==> src/rtl/mux16_rr_scheduler.sv <==
// Round-robin scheduler that shares one 16-to-1 datapath mux among 16 requesters,
// with a per-grantee burst limit and a registered, source-tagged copy of the mux output.
module mux16_rr_scheduler #(
    parameter int DATA_W    = 32,
    parameter int MAX_BURST = 4
) (
    input  logic              CLK,
    input  logic              RST,
    input  logic [15:0]       REQ,
    input  logic [15:0]       REQ_MASK,
    input  logic [DATA_W-1:0] Y,
    output logic [3:0]        SEL,
    output logic [15:0]       GNT,
    output logic              BUSY,
    output logic [DATA_W-1:0] DOUT,
    output logic              DOUT_VLD,
    output logic [3:0]        DOUT_SRC
);

    typedef enum logic {
        IDLE,
        GRANT
    } state_t;

    localparam logic [3:0] BURST_LAST = 4'(MAX_BURST - 1);

    state_t            state_q, state_d;
    logic [3:0]        sel_q, sel_d;
    logic [3:0]        ptr_q, ptr_d;
    logic [3:0]        cnt_q, cnt_d;
    logic [DATA_W-1:0] dout_q, dout_d;
    logic              dout_vld_q, dout_vld_d;
    logic [3:0]        dout_src_q, dout_src_d;

    logic [15:0] er;
    logic [15:0] other_req;
    logic [3:0]  search_start;
    logic [3:0]  search_idx;
    logic        search_hit;

    assign er        = REQ & ~REQ_MASK;
    assign other_req = er & ~(16'h0001 << sel_q);

    // Idle arbitration searches from the pointer; any hand-off searches from just past the grantee.
    always_comb begin
        search_start = (state_q == IDLE) ? ptr_q : sel_q + 4'd1;
        search_hit   = 1'b0;
        search_idx   = search_start;
        for (int i = 0; i < 16; i++) begin
            if (!search_hit && er[search_start + 4'(i)]) begin
                search_hit = 1'b1;
                search_idx = search_start + 4'(i);
            end
        end
    end

    always_comb begin
        state_d = state_q;
        sel_d   = sel_q;
        ptr_d   = ptr_q;
        cnt_d   = cnt_q;
        case (state_q)
            IDLE: begin
                if (er != 16'h0000) begin
                    state_d = GRANT;
                    sel_d   = search_idx;
                    cnt_d   = 4'd0;
                end
            end
            GRANT: begin
                if (!er[sel_q]) begin
                    ptr_d = sel_q + 4'd1;
                    cnt_d = 4'd0;
                    if (search_hit) begin
                        sel_d = search_idx;
                    end else begin
                        state_d = IDLE;
                    end
                end else if (cnt_q == BURST_LAST) begin
                    // A lone requester simply restarts its burst rather than bouncing through idle.
                    cnt_d = 4'd0;
                    if (other_req != 16'h0000) begin
                        ptr_d = sel_q + 4'd1;
                        sel_d = search_idx;
                    end
                end else begin
                    cnt_d = cnt_q + 4'd1;
                end
            end
            default: begin
                state_d = IDLE;
            end
        endcase
    end

    always_comb begin
        dout_d     = dout_q;
        dout_src_d = dout_src_q;
        dout_vld_d = 1'b0;
        if (state_q == GRANT) begin
            dout_d     = Y;
            dout_src_d = sel_q;
            dout_vld_d = 1'b1;
        end
    end

    always_ff @(posedge CLK or negedge RST) begin
        if (!RST) begin
            state_q    <= IDLE;
            sel_q      <= 4'd0;
            ptr_q      <= 4'd0;
            cnt_q      <= 4'd0;
            dout_q     <= '0;
            dout_vld_q <= 1'b0;
            dout_src_q <= 4'd0;
        end else begin
            state_q    <= state_d;
            sel_q      <= sel_d;
            ptr_q      <= ptr_d;
            cnt_q      <= cnt_d;
            dout_q     <= dout_d;
            dout_vld_q <= dout_vld_d;
            dout_src_q <= dout_src_d;
        end
    end

    assign SEL      = sel_q;
    assign BUSY     = (state_q == GRANT);
    assign GNT      = (state_q == GRANT) ? (16'h0001 << sel_q) : 16'h0000;
    assign DOUT     = dout_q;
    assign DOUT_VLD = dout_vld_q;
    assign DOUT_SRC = dout_src_q;

endmodule

==> config.mk <==
export PLATFORM = sky130hd
export DESIGN_NAME = mux16_rr_scheduler
export DESIGN_NICKNAME = d
export VERILOG_FILES = /design/src/rtl/mux16_rr_scheduler.sv
export SDC_FILE = /design/constraint.sdc
export NUM_CORES = 1
export LEC_CHECK = 0
export CORE_MARGIN = 8
export CORE_UTILIZATION = 56
export DETAILED_ROUTE_END_ITERATION = 10
export PLACE_DENSITY = 0.87
export RECOVER_POWER = 25
export SLEW_MARGIN = 30
export SYNTH_ARGS = -nofsm -noshare
export SYNTH_HDL_FRONTEND = slang
export SYNTH_SLANG_ARGS = --single-unit
==> constraint.sdc <==
create_clock -name CLK -period 8.65 [get_ports CLK]
set_input_delay 1.2975 -clock CLK [delete_from_list [all_inputs] [get_ports CLK]]
set_output_delay 1.2975 -clock CLK [all_outputs]
set_load 0.1 [all_outputs]
---- Word-level counts from Yosys, hierarchy flattened ----
Index checks and enable logic that the tools add are counted.
storage, ports and cells
  word-level logic and storage cells ...... 173
  output and inout bits ................... 58
  bits of input ports ..................... 66
  flip-flop bits (word level) ............. 50
operators by class
  bitwise logic cells ..................... 5
  mux-type cells .......................... 85
  shift-type cells ........................ 1
  reductions and logical operators ........ 34
  add/subtract/negate cells ............... 17
  equal/unequal tests ..................... 7
  $lt $le $gt $ge ......................... 17
operators with widths
  kind                  number
  $mux 4                27
  $lt 4x5->1 const B    17
  $bmux 1 s4            17
  $mux 1                37
  $add 4x4->4 const B   8
  $and 16x16->16        2
  $not 16->16           2
  $reduce_bool 16->1    2
  $add 4x3->4 const B   4
  $mux 16               1
  $pmux 4 s2            2
  $shl 1x4->16 const A  1
  $logic_and 1x1->1     15
  $logic_not 1->1       15
  $add 4x1->4 const B   3
  $add 4x2->4 const B   2
  $ne 2x1->1 const B    3
  $ne 3x2->1 const B    2
  $eq 4x2->1 const B    1
  $reduce_and 4->1      1
  $ne 3x1->1 const B    1
  $reduce_and 3->1      1
  $pmux 1 s2            1
  $not 1->1             1

---- Depth between registers and ports, before layout ----
  depth in word-level cells ............... 54
  gate-level depth with buffers ........... 19
  gate-level depth less buffers ........... 15

---- Least setup slack after synthesis ----
Ideal clock, no wire load.
  path kind ............................... reg-to-output
  start ................................... register state_q (netlist: BUSY)
  end ..................................... output GNT[0]
  data required time ...................... 7.352 ns
  arrival ................................. 4.061 ns
  stages on the path, launching flop included .. 6
  setup slack ............................. 3.291 ns
  path buffers ............................ 3
  cells stage by stage .................... dfrtp_1 buf_4 clkbuf_1 clkbuf_1 nand2_1 nor3_1
between the ends
  word-level cells in the longest chain between the ends .. 1
RTL lines
  element                 RTL line  RTL
  from (decl)             27        state_t state_q, state_d;
  from (signal assigned)  117       state_q <= state_d;
  $mux 16                 129       assign GNT = (state_q == GRANT) ? (16'h0001 << sel_q) : 16'h0000;
  to (decl)               13        output logic [15:0] GNT,
Every way passes these cells.

---- Final worst setup path ----
  start ................................... register state_q (netlist: BUSY)
  end ..................................... register sel_q[1] (netlist: SEL[1])
between the ends
  word-level cells in the longest chain between the ends .. 53
  elaborated cells between the ends (all ways) .. 121
  classes of those cells .................. add/sub: 15; eq/ne: 4; mux: 70; bitwise: 1; reduce/logical: 31
RTL lines
  element                                               RTL line  RTL
  branches (longest 53 deep; another with $add 4x1->4)  n/a
  to (signal assigned)                                  118       sel_q <= sel_d;
  to (decl)                                             28        logic [3:0] sel_q, sel_d;
Several ways; the timed one is not identified. The select of a mux whose other input is x is not followed.
A chain may end at the register's enable or synchronous reset.

==> summary.txt <==
Synth
  • Post-Synthesis Cells: 548
  • Unique masters post-synth: 78
  • #FFs+latches synth: 50
  • Post-Synthesis Cell Area: 5219 sq um
  • EDFF count, synth: 0
  • Async set-or-reset flop fraction in the synthesized netlist: 1.000
  • Seq/Total Area, Yosys: 0.2398
  • Syn Nets: 628
  • Post-synth top flop: dfrtp_1
  • Syn. warnings: 0
  • Avg Inst Size Synth: 9.523 sq um

Clocking
  • Root Buffer: clkbuf_8
  • Hold Buf Count CTS: 0
  • Worst-Skew Late Latency: 300 ps
  • Clock H-tree levels: 2
  • CTS tree: done
  • CTS Sinks: 50
  • Clock transition at the registers of the reported paths: 90 ps
  • Total CTS buffers: 5
  • Post-CTS Resized: 0
  • Clk buf depth: 2
  • Postcts setup bufs: 0

Routing
  • Drt initial violations: 499
  • DR vias/cell: 6.926
  • 1st-pass router iterations: 5
  • Remaining DRCs: 0
  • Final WL: 18,670 microns
  • Met1 Wirelength: 7157 microns
  • WL per Instance: 24.28 microns
  • Met2 wire len: 8520 microns
  • Vias: 5,326
  • Met3 wire length: 2099 microns
  • Routed Antenna Nets: 0
  • Highest routed layer: met4

Finish
  • Layout cells sized above 1: 0.1717
  • Nets: 737
  • Antenna Cells: 0
  • Layout area overhead: 25.75%
  • Fill count: 682
  • Layout Utilization: 0.7170
  • Area of the multi-input gates: 3755 sq um
  • Reg area: 1252 sq um

Setup path
  • Startpoint Class: register
  • Critical path arrival: 6780 ps
  • Crit Path Max Fanout: 54
  • Worst EP required: 8820 ps
  • Critical path endpoint category: register
  • CP Class: register to register

STA
  • Fin crit share: 0.7631
  • Worst relative slew slack: -0.7546
  • Min Tclk post-route: 6601 ps
  • Final hold slack: 519.3 ps
  • RSZ-0062 raised after global routing: false
  • Final setup violation count: 0
  • Slew at the pin with the worst max-slew slack: 2632 ps
  • TNS Setup: 0 ps
  • Final Hold Vio Count: 0
  • Slew Limit Fails: 106
  • Fmax: 151.5 MHz
  • Worst setup margin: 2049 ps
  • Fin Clk Skew: 7.933 ps

GRT
  • First-pass GRT wire length: 29,300 microns
  • GRT overflow: 0
  • Vias in the first global route: 5,445
  • Initial antenna violation count: 0
  • Largest net degree at the start of global routing: 55
  • GRT Overall Usage: 0.2906

Floorplanning
  • Die H: 112.5 microns
  • Ports: 124
  • Rows: 35
  • Die X: 112.5 microns
  • Die area: 12,660 sq um
  • Starting Density: 0.5702
  • Core area: 9153 sq um

Placement
  • Number of port buffers: 123
  • Worst slack at placement: 2977 ps
  • Post-DP HPWL: 14,540 microns
  • GPL Wtd Cong: 1.084

Outcome
  • Status: finished with violations
  • Failing checks: max-capacitance violations, max-slew violations

Hold path
  • Worst hold path class: register to register

Job
  • Max Cap Violations: 2
## final timing paths
check,from,depth (start not counted),slack (ps),to
min in group asynchronous,RST,1,1810,DOUT[7]
worst max register to register,BUSY,14,2050,SEL[1]
worst min-delay path,DOUT[27],1,520,DOUT[27]
worst min register to register,DOUT[27],1,520,DOUT[27]
worst max-delay path,BUSY,14,2050,SEL[1]
max in group asynchronous,RST,1,5180,BUSY
## registers in the layout (all words and copies together), names as in the netlist
signal	flops
BUSY	1
ptr_q	4
DOUT	32
DOUT_SRC	4
DOUT_VLD	1
cnt_q	4
SEL	4
## cell usage in the layout, fill, tap and decap left out, drive strengths merged, types with 5 or more instances in the layout
master	Yosys	routed
a211oi	13	13
nand2b	26	26
nor3	27	27
clkdlybuf4s50	0	121
o22ai	5	5
mux4	25	25
a31oi	5	5
o211ai	7	7
nand2	39	39
mux2i	18	18
nand4	6	6
and3	8	8
xnor2	14	14
dfrtp	50	50
nor4	10	10
nor2b	20	20
a21o	7	7
clkbuf	10	8
inv	14	15
a21oi	34	34
ha	14	14
o21ai	23	23
a22oi	5	5
mux2	49	49
nor2	39	39
nand3	13	13
and2	5	5
## cells in the mapped netlist (6+ instances only)
library cell,instances,area share
nand3_1,11,0.011
xnor2_1,10,0.017
dfrtp_1,50,0.24
o21ai_0,22,0.021
nand2_1,39,0.028
nor2b_1,19,0.023
and3_1,8,0.0096
a211oi_1,11,0.016
nor2_1,36,0.026
mux2_2,49,0.11
mux2i_1,16,0.031
inv_1,10,0.0072
o211ai_1,7,0.010
clkbuf_1,10,0.0072
buf_4,6,0.0086
nand2b_1,26,0.031
a21o_1,7,0.010
a21oi_1,32,0.031
nor3_1,23,0.022
nor4_1,7,0.0084
mux4_2,21,0.091
ha_1,14,0.034
## metrics by stage
step / instance area, sq um / instances
5_1_grt: 6563 / 769
2_1_floorplan: 5219 / 548
3_3_place_gp: 6451 / 761
3_5_place_dp: 6454 / 761
6_report: 6563 / 769
4_1_cts: 6575 / 769
## per-layer routing
metal | vias to the layer above | global-route usage
met5 | - | 0
met4 | 0 | 0.1502
met3 | 85 | 0.09179
met2 | 389 | 0.4621
met1 | 2533 | 0.3464
li1 | 2319 | -
## cell families (layout without fill, tap and decap cells)
group           count (synthesis)  count (layout)  share of synthesized area
flops                          50              50                     0.2398
mux                            92              92                     0.2541
xor+xnor                       15              15                    0.03093
simple gates                  205             205                     0.2225
buf+inv                        38             148                    0.04076
compound gates                134             134                     0.1784
fa+ha+maj                      14              14                    0.03357
## final cells by class
cell class	instances	area share
Tap cell	111	0.02116
Timing Repair Buffer	125	0.1876
Sequential cell	50	0.1908
Inverter	15	0.009724
Multi-Input combinational cell	460	0.5722
Clock inverter	2	0.005910
Clock buffer	6	0.01258
## critical path, stage by stage, from the launching register on
cell	delay, ps
dfrtp_2	460
clkbuf_1	1880
nor2_1	150
a21o_1	500
inv_2	260
ha_1	230
inv_1	90
xnor2_1	540
mux4_2	640
nor3_2	290
nand4_2	450
nor4_2	540
nor4_1	140
a21bo_1	200
o211ai_1	70
Power is left out: the tool's default activity adds up to more than one toggle a clock period on the data nets, which glitch-free logic cannot reach.
